[config.mk]
export PLATFORM = sky130hd
export DESIGN_NAME = knight_tour_solver
export DESIGN_NICKNAME = d
export VERILOG_FILES = /design/src/rtl/knight_tour_solver.sv
export SDC_FILE = /design/constraint.sdc
export NUM_CORES = 2
export LEC_CHECK = 0
export ABC_AREA = 1
export ABC_CLOCK_PERIOD_IN_PS = 16780
export CORE_MARGIN = 2
export CORE_UTILIZATION = 30
export CTS_BUF_LIST = sky130_fd_sc_hd__clkbuf_2
export CTS_CLUSTER_DIAMETER = 30
export DETAILED_ROUTE_END_ITERATION = 8
export REMOVE_ABC_BUFFERS = 1
export SLEW_MARGIN = 20
export SYNTH_ARGS = -nofsm -noshare
export SYNTH_HDL_FRONTEND = slang
export SYNTH_SLANG_ARGS = --single-unit
[constraint.sdc]
create_clock -name clk -period 16.78 [get_ports clk]
set_input_delay 1.678 -clock clk [delete_from_list [all_inputs] [get_ports clk]]
set_output_delay 1.678 -clock clk [all_outputs]
set_load 0.05 [all_outputs]
[src/rtl/knight_tour_solver.sv]
// -----------------------------------------------------------------------------
// knight_tour_solver
//
// Purpose:
//   Depth-first search with backtracking for a full knight's tour on a 5x5
//   board, starting from (x_start, y_start). The 24 moves of the tour are kept
//   as one-hot codes in a move stack that a downstream sequencer reads by index
//   after the done pulse.
//
//   Move encoding (dx,dy), north = +y:
//     b0 (-1,+2)  b1 (+1,+2)  b2 (-2,+1)  b3 (-2,-1)
//     b4 (-1,-2)  b5 (+1,-2)  b6 (+2,-1)  b7 (+2,+1)
//
// Configuration:
//   KT_PARITY_PRECHECK_EN  when defined, a go from an odd-parity start square
//                          (x_start+y_start odd) fails on the next cycle without
//                          searching, because 5x5 tours only start on even
//                          squares. When undefined the full search runs and fail
//                          is raised only once the search is exhausted.
//
// Ports:
//   clk      in  1  system clock, all flops on posedge
//   rst      in  1  asynchronous active-high reset
//   go       in  1  start-search pulse, sampled only in IDLE
//   x_start  in  3  start column 0..4 (0 = west edge)
//   y_start  in  3  start row 0..4 (0 = south edge)
//   indx     in  5  move index 0..23 to read back
//   move     out 8  one-hot move at stack[indx], combinational, 0 for indx>23
//   done     out 1  one-cycle pulse: tour found, stack valid
//   fail     out 1  one-cycle pulse: no tour from this start square
// -----------------------------------------------------------------------------
module knight_tour_solver (
    input  logic       clk,
    input  logic       rst,
    input  logic       go,
    input  logic [2:0] x_start,
    input  logic [2:0] y_start,
    input  logic [4:0] indx,
    output logic [7:0] move,
    output logic       done,
    output logic       fail
);

    localparam int BOARD_DIM = 5;
    localparam int NUM_MOVES = 24;
    localparam int NUM_SQ    = BOARD_DIM * BOARD_DIM;

    localparam logic [2:0] MAX_COORD = 3'(BOARD_DIM - 1);
    localparam logic [4:0] LAST_IDX  = 5'(NUM_MOVES - 1);

    typedef enum logic [2:0] {
        S_IDLE      = 3'd0,
        S_INIT      = 3'd1,
        S_POSSIBLE  = 3'd2,
        S_MAKE_MOVE = 3'd3,
        S_BACKUP    = 3'd4,
        S_DONE      = 3'd5
    } state_t;

    // Column offset of move k.
    function automatic logic signed [3:0] move_dx(input logic [2:0] k);
        case (k)
            3'd0:    move_dx = -4'sd1;
            3'd1:    move_dx =  4'sd1;
            3'd2:    move_dx = -4'sd2;
            3'd3:    move_dx = -4'sd2;
            3'd4:    move_dx = -4'sd1;
            3'd5:    move_dx =  4'sd1;
            3'd6:    move_dx =  4'sd2;
            3'd7:    move_dx =  4'sd2;
            default: move_dx =  4'sd0;
        endcase
    endfunction

    // Row offset of move k.
    function automatic logic signed [3:0] move_dy(input logic [2:0] k);
        case (k)
            3'd0:    move_dy =  4'sd2;
            3'd1:    move_dy =  4'sd2;
            3'd2:    move_dy =  4'sd1;
            3'd3:    move_dy = -4'sd1;
            3'd4:    move_dy = -4'sd2;
            3'd5:    move_dy = -4'sd2;
            3'd6:    move_dy = -4'sd1;
            3'd7:    move_dy =  4'sd1;
            default: move_dy =  4'sd0;
        endcase
    endfunction

    // Linear square number y*5+x used to address the visited bitmap.
    function automatic logic [4:0] sq_index(input logic [2:0] x, input logic [2:0] y);
        sq_index = ({2'b00, y} * 5'd5) + {2'b00, x};
    endfunction

    // Lowest set bit position; also decodes a one-hot stack entry.
    function automatic logic [2:0] lowest_bit(input logic [7:0] v);
        lowest_bit = 3'd0;
        for (int i = 7; i >= 0; i--) begin
            if (v[i]) begin
                lowest_bit = 3'(i);
            end else begin
                lowest_bit = lowest_bit;
            end
        end
    endfunction

    // Parity of the start square; odd squares cannot begin a 5x5 tour.
    function automatic logic start_parity_odd(input logic [2:0] x, input logic [2:0] y);
        start_parity_odd = x[0] ^ y[0];
    endfunction

    // Move a coordinate forward (sub=0) or back (sub=1) by a signed offset.
    function automatic logic [2:0] step_coord(input logic [2:0] c,
                                              input logic signed [3:0] off,
                                              input logic sub);
        logic signed [3:0] r;
        if (sub) begin
            r = $signed({1'b0, c}) - off;
        end else begin
            r = $signed({1'b0, c}) + off;
        end
        step_coord = r[2:0];
    endfunction

    // Moves from (cx,cy) that land on the board and on an unvisited square.
    // The bounds test comes first so an off-board target never indexes vis.
    function automatic logic [7:0] legal_moves(input logic [2:0]  cx,
                                               input logic [2:0]  cy,
                                               input logic [24:0] vis);
        logic signed [3:0] tx;
        logic signed [3:0] ty;
        legal_moves = 8'h00;
        for (int k = 0; k < 8; k++) begin
            tx = $signed({1'b0, cx}) + move_dx(3'(k));
            ty = $signed({1'b0, cy}) + move_dy(3'(k));
            if ((tx >= 4'sd0) && (tx <= 4'sd4) && (ty >= 4'sd0) && (ty <= 4'sd4)) begin
                legal_moves[k] = ~vis[sq_index(tx[2:0], ty[2:0])];
            end else begin
                legal_moves[k] = 1'b0;
            end
        end
    endfunction

    state_t              state_q,   state_d;
    logic [NUM_SQ-1:0]   visited_q, visited_d;
    logic [7:0]          stack_q [NUM_MOVES];
    logic [7:0]          stack_d [NUM_MOVES];
    logic [7:0]          rem_q   [NUM_MOVES+1];
    logic [7:0]          rem_d   [NUM_MOVES+1];
    logic [4:0]          depth_q,   depth_d;
    logic [2:0]          cur_x_q,   cur_x_d;
    logic [2:0]          cur_y_q,   cur_y_d;
    logic                done_q,    done_d;
    logic                fail_q,    fail_d;

    logic [4:0] cur_sq_s;
    logic [7:0] legal_s;
    logic [2:0] pick_k_s;
    logic [7:0] pick_onehot_s;
    logic [2:0] fwd_x_s;
    logic [2:0] fwd_y_s;
    logic [4:0] prev_depth_s;
    logic [2:0] back_k_s;
    logic [2:0] back_x_s;
    logic [2:0] back_y_s;

    assign cur_sq_s      = sq_index(cur_x_q, cur_y_q);
    assign legal_s       = legal_moves(cur_x_q, cur_y_q, visited_q);
    assign pick_k_s      = lowest_bit(rem_q[depth_q]);
    assign pick_onehot_s = 8'h01 << pick_k_s;
    assign fwd_x_s       = step_coord(cur_x_q, move_dx(pick_k_s), 1'b0);
    assign fwd_y_s       = step_coord(cur_y_q, move_dy(pick_k_s), 1'b0);
    // Guarded so depth 0 never indexes below the stack.
    assign prev_depth_s  = (depth_q == 5'd0) ? 5'd0 : (depth_q - 5'd1);
    assign back_k_s      = lowest_bit(stack_q[prev_depth_s]);
    assign back_x_s      = step_coord(cur_x_q, move_dx(back_k_s), 1'b1);
    assign back_y_s      = step_coord(cur_y_q, move_dy(back_k_s), 1'b1);

    assign move = (indx <= LAST_IDX) ? stack_q[indx] : 8'h00;
    assign done = done_q;
    assign fail = fail_q;

    // Search FSM: next state, board/stack updates and result pulses.
    always_comb begin
        state_d   = state_q;
        visited_d = visited_q;
        stack_d   = stack_q;
        rem_d     = rem_q;
        depth_d   = depth_q;
        cur_x_d   = cur_x_q;
        cur_y_d   = cur_y_q;
        done_d    = 1'b0;
        fail_d    = 1'b0;

        case (state_q)
            S_IDLE: begin
                if (go) begin
                    if ((x_start > MAX_COORD) || (y_start > MAX_COORD)) begin
                        fail_d = 1'b1;
                    end
`ifdef KT_PARITY_PRECHECK_EN
                    else if (start_parity_odd(x_start, y_start)) begin
                        fail_d = 1'b1;
                    end
`endif
                    else begin
                        // Start square is latched here so INIT does not
                        // depend on x_start/y_start being held.
                        cur_x_d = x_start;
                        cur_y_d = y_start;
                        state_d = S_INIT;
                    end
                end else begin
                    state_d = S_IDLE;
                end
            end

            S_INIT: begin
                visited_d           = '0;
                visited_d[cur_sq_s] = 1'b1;
                depth_d             = 5'd0;
                for (int i = 0; i < NUM_MOVES; i++) begin
                    stack_d[i] = 8'h00;
                end
                state_d = S_POSSIBLE;
            end

            S_POSSIBLE: begin
                rem_d[depth_q] = legal_s;
                state_d        = S_MAKE_MOVE;
            end

            S_MAKE_MOVE: begin
                if (rem_q[depth_q] != 8'h00) begin
                    rem_d[depth_q]   = rem_q[depth_q] & ~pick_onehot_s;
                    stack_d[depth_q] = pick_onehot_s;
                    cur_x_d          = fwd_x_s;
                    cur_y_d          = fwd_y_s;
                    visited_d[sq_index(fwd_x_s, fwd_y_s)] = 1'b1;
                    depth_d          = depth_q + 5'd1;
                    if (depth_q == LAST_IDX) begin
                        // done is raised on entry so it is high during DONE.
                        state_d = S_DONE;
                        done_d  = 1'b1;
                    end else begin
                        state_d = S_POSSIBLE;
                    end
                end else begin
                    state_d = S_BACKUP;
                end
            end

            S_BACKUP: begin
                if (depth_q == 5'd0) begin
                    fail_d  = 1'b1;
                    state_d = S_IDLE;
                end else begin
                    visited_d[cur_sq_s]   = 1'b0;
                    cur_x_d               = back_x_s;
                    cur_y_d               = back_y_s;
                    stack_d[prev_depth_s] = 8'h00;
                    depth_d               = prev_depth_s;
                    state_d               = S_MAKE_MOVE;
                end
            end

            S_DONE: begin
                state_d = S_IDLE;
            end

            default: begin
                state_d = S_IDLE;
            end
        endcase
    end

    // State, board storage and output pulse registers.
    always_ff @(posedge clk or posedge rst) begin
        if (rst) begin
            state_q   <= S_IDLE;
            visited_q <= '0;
            for (int i = 0; i < NUM_MOVES; i++) begin
                stack_q[i] <= 8'h00;
            end
            for (int i = 0; i <= NUM_MOVES; i++) begin
                rem_q[i] <= 8'h00;
            end
            depth_q   <= 5'd0;
            cur_x_q   <= 3'd0;
            cur_y_q   <= 3'd0;
            done_q    <= 1'b0;
            fail_q    <= 1'b0;
        end else begin
            state_q   <= state_d;
            visited_q <= visited_d;
            stack_q   <= stack_d;
            rem_q     <= rem_d;
            depth_q   <= depth_d;
            cur_x_q   <= cur_x_d;
            cur_y_q   <= cur_y_d;
            done_q    <= done_d;
            fail_q    <= fail_d;
        end
    end

endmodule

==> metrics.txt <==
# TYPE chip_impl_metric gauge
chip_impl_info{name="outcome",value="finished clean"} 1
chip_impl_info{name="crit-reg2reg-launch",value="depth_q[0]"} 1
chip_impl_metric{name="drv_cap",unit=""} 0
chip_impl_metric{name="routedWlPerCell",unit="µm"} 20.7
chip_impl_info{name="startpoint_to_endpoint_class_of_the_critical_path",value="flip-flop to flip-flop"} 1
chip_impl_metric{name="post_cts_buffers",unit=""} 0
chip_impl_info{name="gr-max-usage-layer",value="met2"} 1
chip_impl_metric{name="slew_headroom",unit="%"} 20.6
chip_impl_metric{name="route.detailed.drc",unit=""} 0
chip_impl_metric{name="clock_insertion_delay_worst_skew",unit="ns"} 1.39
chip_impl_metric{name="path_clk_slew",unit="ns"} 0.09
chip_impl_metric{name="timing.final.crit_share",unit="%"} 41.6
chip_impl_metric{name="globalRouteMet1Util",unit="%"} 28.7
chip_impl_metric{name="synth-seq-cells",unit=""} 433
chip_impl_metric{name="synth-seq-area-share",unit="%"} 36.0
chip_impl_info{name="cp_most_frequent_cell",value="nand2_1"} 1
chip_impl_info{name="worstSetupStartpointType",value="flip-flop"} 1
chip_impl_metric{name="reg2reg_setup_slack",unit="ns"} 9.80
chip_impl_metric{name="ctsResizeCount",unit=""} 0
chip_impl_metric{name="die_h",unit="µm"} 321
chip_impl_info{name="min_to",value="rem_q[66]"} 1
chip_impl_metric{name="fin_area",unit="µm²"} 32100
chip_impl_metric{name="tritoncts_num_sinks",unit=""} 433
chip_impl_info{name="worstHoldPathType",value="flip-flop to flip-flop"} 1
chip_impl_metric{name="route.detailed.vias_per_inst",unit=""} 5.74
chip_impl_metric{name="leakage_power_of_the_design",unit="µW"} 0.0144
chip_impl_metric{name="global_route.usage.total",unit="%"} 21.4
chip_impl_info{name="cts_root_buf",value="clkbuf_2"} 1
chip_impl_metric{name="hold_viol_final",unit=""} 0
chip_impl_metric{name="timing.reg2reg.worst_path_depth",unit=""} 32
chip_impl_metric{name="global_route.overflow_total",unit=""} 0
chip_impl_metric{name="vias_in_the_first_global_route",unit=""} 28900
chip_impl_metric{name="grt_util_met3",unit="%"} 5.36
chip_impl_metric{name="gp_congestion",unit=""} 0.914
chip_impl_metric{name="syn2layout_area_growth",unit="%"} 6.78
chip_impl_metric{name="final.min_clock_period",unit="ns"} 6.98
chip_impl_info{name="post-synth-top-count-cell",value="nand2_1"} 1
chip_impl_metric{name="post-synth-top-area-fraction",unit="%"} 36.0
chip_impl_info{name="synth_common_cells",value="nand2_1, o21ai_0, inv_1, dfrtp_1, a21oi_1"} 1
chip_impl_info{name="r2r_end",value="visited_q[4]"} 1
chip_impl_metric{name="die_width",unit="µm"} 321
chip_impl_metric{name="num-fill-cells",unit=""} 10700
chip_impl_info{name="tritoncts",value="yes"} 1
chip_impl_metric{name="layout-drive-gt1-share",unit="%"} 8.17
chip_impl_metric{name="setup_tns",unit="ns"} 0
chip_impl_metric{name="ios",unit=""} 24
chip_impl_metric{name="worst_clock_skew",unit="ns"} 0.106
chip_impl_metric{name="post_detailed_placement_half_perimeter_wirelength",unit="µm"} 70900
chip_impl_metric{name="placementRows",unit=""} 116
chip_impl_metric{name="peakVddDrop",unit="mV"} 0.0599
chip_impl_metric{name="maximum_clock_rate",unit="GHz"} 0.143
chip_impl_info{name="crit_path_leading_delay_family",value="buffers and inverters"} 1
chip_impl_metric{name="max_incr_delay_on_cp",unit="ns"} 0.89
chip_impl_metric{name="htree_levels",unit=""} 4
chip_impl_metric{name="cp.arrival",unit="ns"} 8.20
chip_impl_metric{name="synthesis.yosys.warnings",unit=""} 0
chip_impl_metric{name="routed-via-count",unit=""} 31100
chip_impl_info{name="hold_path_startpoint",value="rem_q[66]"} 1
chip_impl_metric{name="first_iteration_detailed_routing_drc_count",unit=""} 4008
chip_impl_metric{name="ctsHoldBuffers",unit=""} 0
chip_impl_metric{name="first_pass_iters",unit=""} 8
chip_impl_metric{name="initial_antenna_violation_count",unit=""} 5
chip_impl_metric{name="timing_worst_slew_pin_value",unit="ns"} 1.19
chip_impl_metric{name="place_area",unit="µm²"} 30900
chip_impl_metric{name="grt_first_pass_wirelength",unit="µm"} 174000
chip_impl_metric{name="grtUsageMet2",unit="%"} 32.5
chip_impl_metric{name="numCtsBuffers",unit=""} 134
chip_impl_metric{name="drt_wl_total",unit="µm"} 113000
chip_impl_metric{name="area_of_the_core_region",unit="µm²"} 99700
chip_impl_info{name="crit_path_end_kind",value="flip-flop"} 1
chip_impl_metric{name="synth_area_per_cell",unit="µm²"} 7.28
chip_impl_metric{name="unique_cell_type_count_in_the_yosys_netlist",unit=""} 59
chip_impl_info{name="synth_top_cell_by_area",value="dfrtp_1"} 1
chip_impl_info{name="grt_setup_unrepaired",value="false"} 1
chip_impl_metric{name="port_buffers",unit=""} 23
chip_impl_metric{name="worst-endpoint-required",unit="ns"} 18.00
chip_impl_metric{name="grt_max_degree",unit=""} 266
chip_impl_metric{name="power_density_over_the_cells",unit="nW/µm²"} 62.1
chip_impl_metric{name="ant_nets",unit=""} 0
chip_impl_metric{name="drv_slew",unit=""} 0
chip_impl_metric{name="critical_path.max_fanout",unit=""} 59
chip_impl_metric{name="asyncSetResetFlopFracSynth",unit="%"} 100
chip_impl_metric{name="synth.cell_area",unit="µm²"} 30100
chip_impl_metric{name="finish.net_count",unit=""} 4124
chip_impl_metric{name="clk_path_buf_depth",unit=""} 3
chip_impl_metric{name="hold-path-cell-count",unit=""} 2
chip_impl_metric{name="die-area",unit="µm²"} 103000
chip_impl_metric{name="post_synth_inst_count",unit=""} 4128
chip_impl_metric{name="final-setup-viol-count",unit=""} 0
chip_impl_info{name="synth_top_cells_by_area",value="dfrtp_1, nand2_1, o21ai_0"} 1
chip_impl_metric{name="critPathBufInv",unit=""} 9
chip_impl_metric{name="effective_utilization_at_floorplan",unit="%"} 30.1
chip_impl_metric{name="number_of_enable_type_register_cells_in_the_synthesized_netlist",unit=""} 0
chip_impl_info{name="synth_ff_type",value="dfrtp_1"} 1
chip_impl_info{name="critical_path.slowest_cell",value="fa_1"} 1
sequential cells by signal, indices dropped and copies added (netlist names):
register and flops:
cur_x_q 3, visited_q 25, rem_q 200, done 1, stack_q 192, depth_q 5, cur_y_q 3, state_q 3
fail 1
layer usage:
| metal | share of wire, % | wire length (µm) | up-vias |
|---|---|---|---|
| met1 | 42 | 46900 | 14800 |
| met3 | 9.9 | 11200 | 315 |
| li1 | - | - | 14300 |
| met2 | 44 | 50000 | 1690 |
| met5 | 0.029 | 33 | - |
| met4 | 3.9 | 4390 | 4 |
tightest hold or removal path, stage by stage, from the launching register on:
cell	delay [ns]
dfrtp_1	0.35
nand2_1	0.05
o31ai_1	0.05
worst max-delay path by stage:
stage	startpoint	to	slack (ns)	cells after the start
after floorplan	rst	cur_x_q[0]	3.04	1
after global placement	depth_q[0]	visited_q[21]	10.08	32
after detailed placement	depth_q[0]	visited_q[4]	9.97	32
after CTS	depth_q[0]	visited_q[4]	9.90	32
after global routing	depth_q[0]	visited_q[4]	9.34	34
final	depth_q[0]	visited_q[4]	9.80	32
cell families (layout without fill, tap and decap cells):
kind of cell             Yosys count  count (layout)  share of synthesized area (%)
AO/OA/AOI/OAI                   1558            1558                           31.0
multiplexers                       3               3                         0.0999
flip-flops                       433             433                           36.0
other                              0               4                              0
XOR/XNOR                          42              42                           1.22
adder cells (fa/ha/maj)           71              71                           3.20
AND/OR/NAND/NOR                 1227            1227                           17.5
buffers and inverters            794             789                           10.9
metrics by stage:
stage               hold WS [ns]  util (%)  total power, µW  instances  setup slack [ns]
floorplan                  0.446         -             1110       3839              3.04
global placement           0.458      31.0             1140       5200             10.08
detailed placement         0.464      31.0             1140       5200              9.97
CTS                        0.485      32.2             2000       5420              9.90
global route               0.508      32.2             2070       5424              9.34
finish                     0.484      32.2             1990       5425              9.80
cells in the final DEF, fill, tap and decap left out, types with 5 or more instances in the layout:
| master | n |
|---|---|
| nand2_1 | 704 |
| o21ai_0 | 474 |
| inv_1 | 456 |
| dfrtp_1 | 431 |
| a21oi_1 | 349 |
| nand3_1 | 256 |
| a22oi_1 | 200 |
| a31oi_1 | 194 |
| clkbuf_2 | 185 |
| nor2_1 | 155 |
| o211ai_1 | 101 |
| o31ai_1 | 78 |
| ha_1 | 61 |
| o22ai_1 | 60 |
| nand4_1 | 45 |
| o21ai_1 | 43 |
| clkinv_1 | 39 |
| buf_4 | 39 |
| inv_2 | 33 |
| xor2_1 | 25 |
| clkdlybuf4s50_1 | 21 |
| nor2_2 | 17 |
| xnor2_1 | 17 |
| a2bb2oi_1 | 10 |
| nor3_1 | 10 |
| fa_1 | 10 |
| nand2_2 | 9 |
| a32o_1 | 8 |
| nor2_4 | 7 |
| o2111ai_1 | 7 |
| nand2_4 | 6 |
| or2_2 | 5 |
power breakdown:
| group | leakage (µW) | internal (µW) | total [µW] | switching (µW) |
|---|---|---|---|---|
| combinational | 0.00779 | 18.1 | 81.9 | 63.8 |
| clock | 0.000893 | 356 | 869 | 514 |
| sequential | 0.00571 | 1040 | 1040 | 0 |
layout make-up:
cell class / count / area (µm²) / area share [%]
multi-input cells: 2901 / 16000 / 49.7
flip-flops and latches: 433 / 10800 / 33.8
inverters: 505 / 1920 / 5.98
well taps: 1298 / 1620 / 5.06
clock buffers: 185 / 926 / 2.88
repair buffers: 64 / 576 / 1.79
clock inverters: 35 / 244 / 0.760
diodes: 4 / 10.0 / 0.0312
Power figures use the tool's default switching activity.
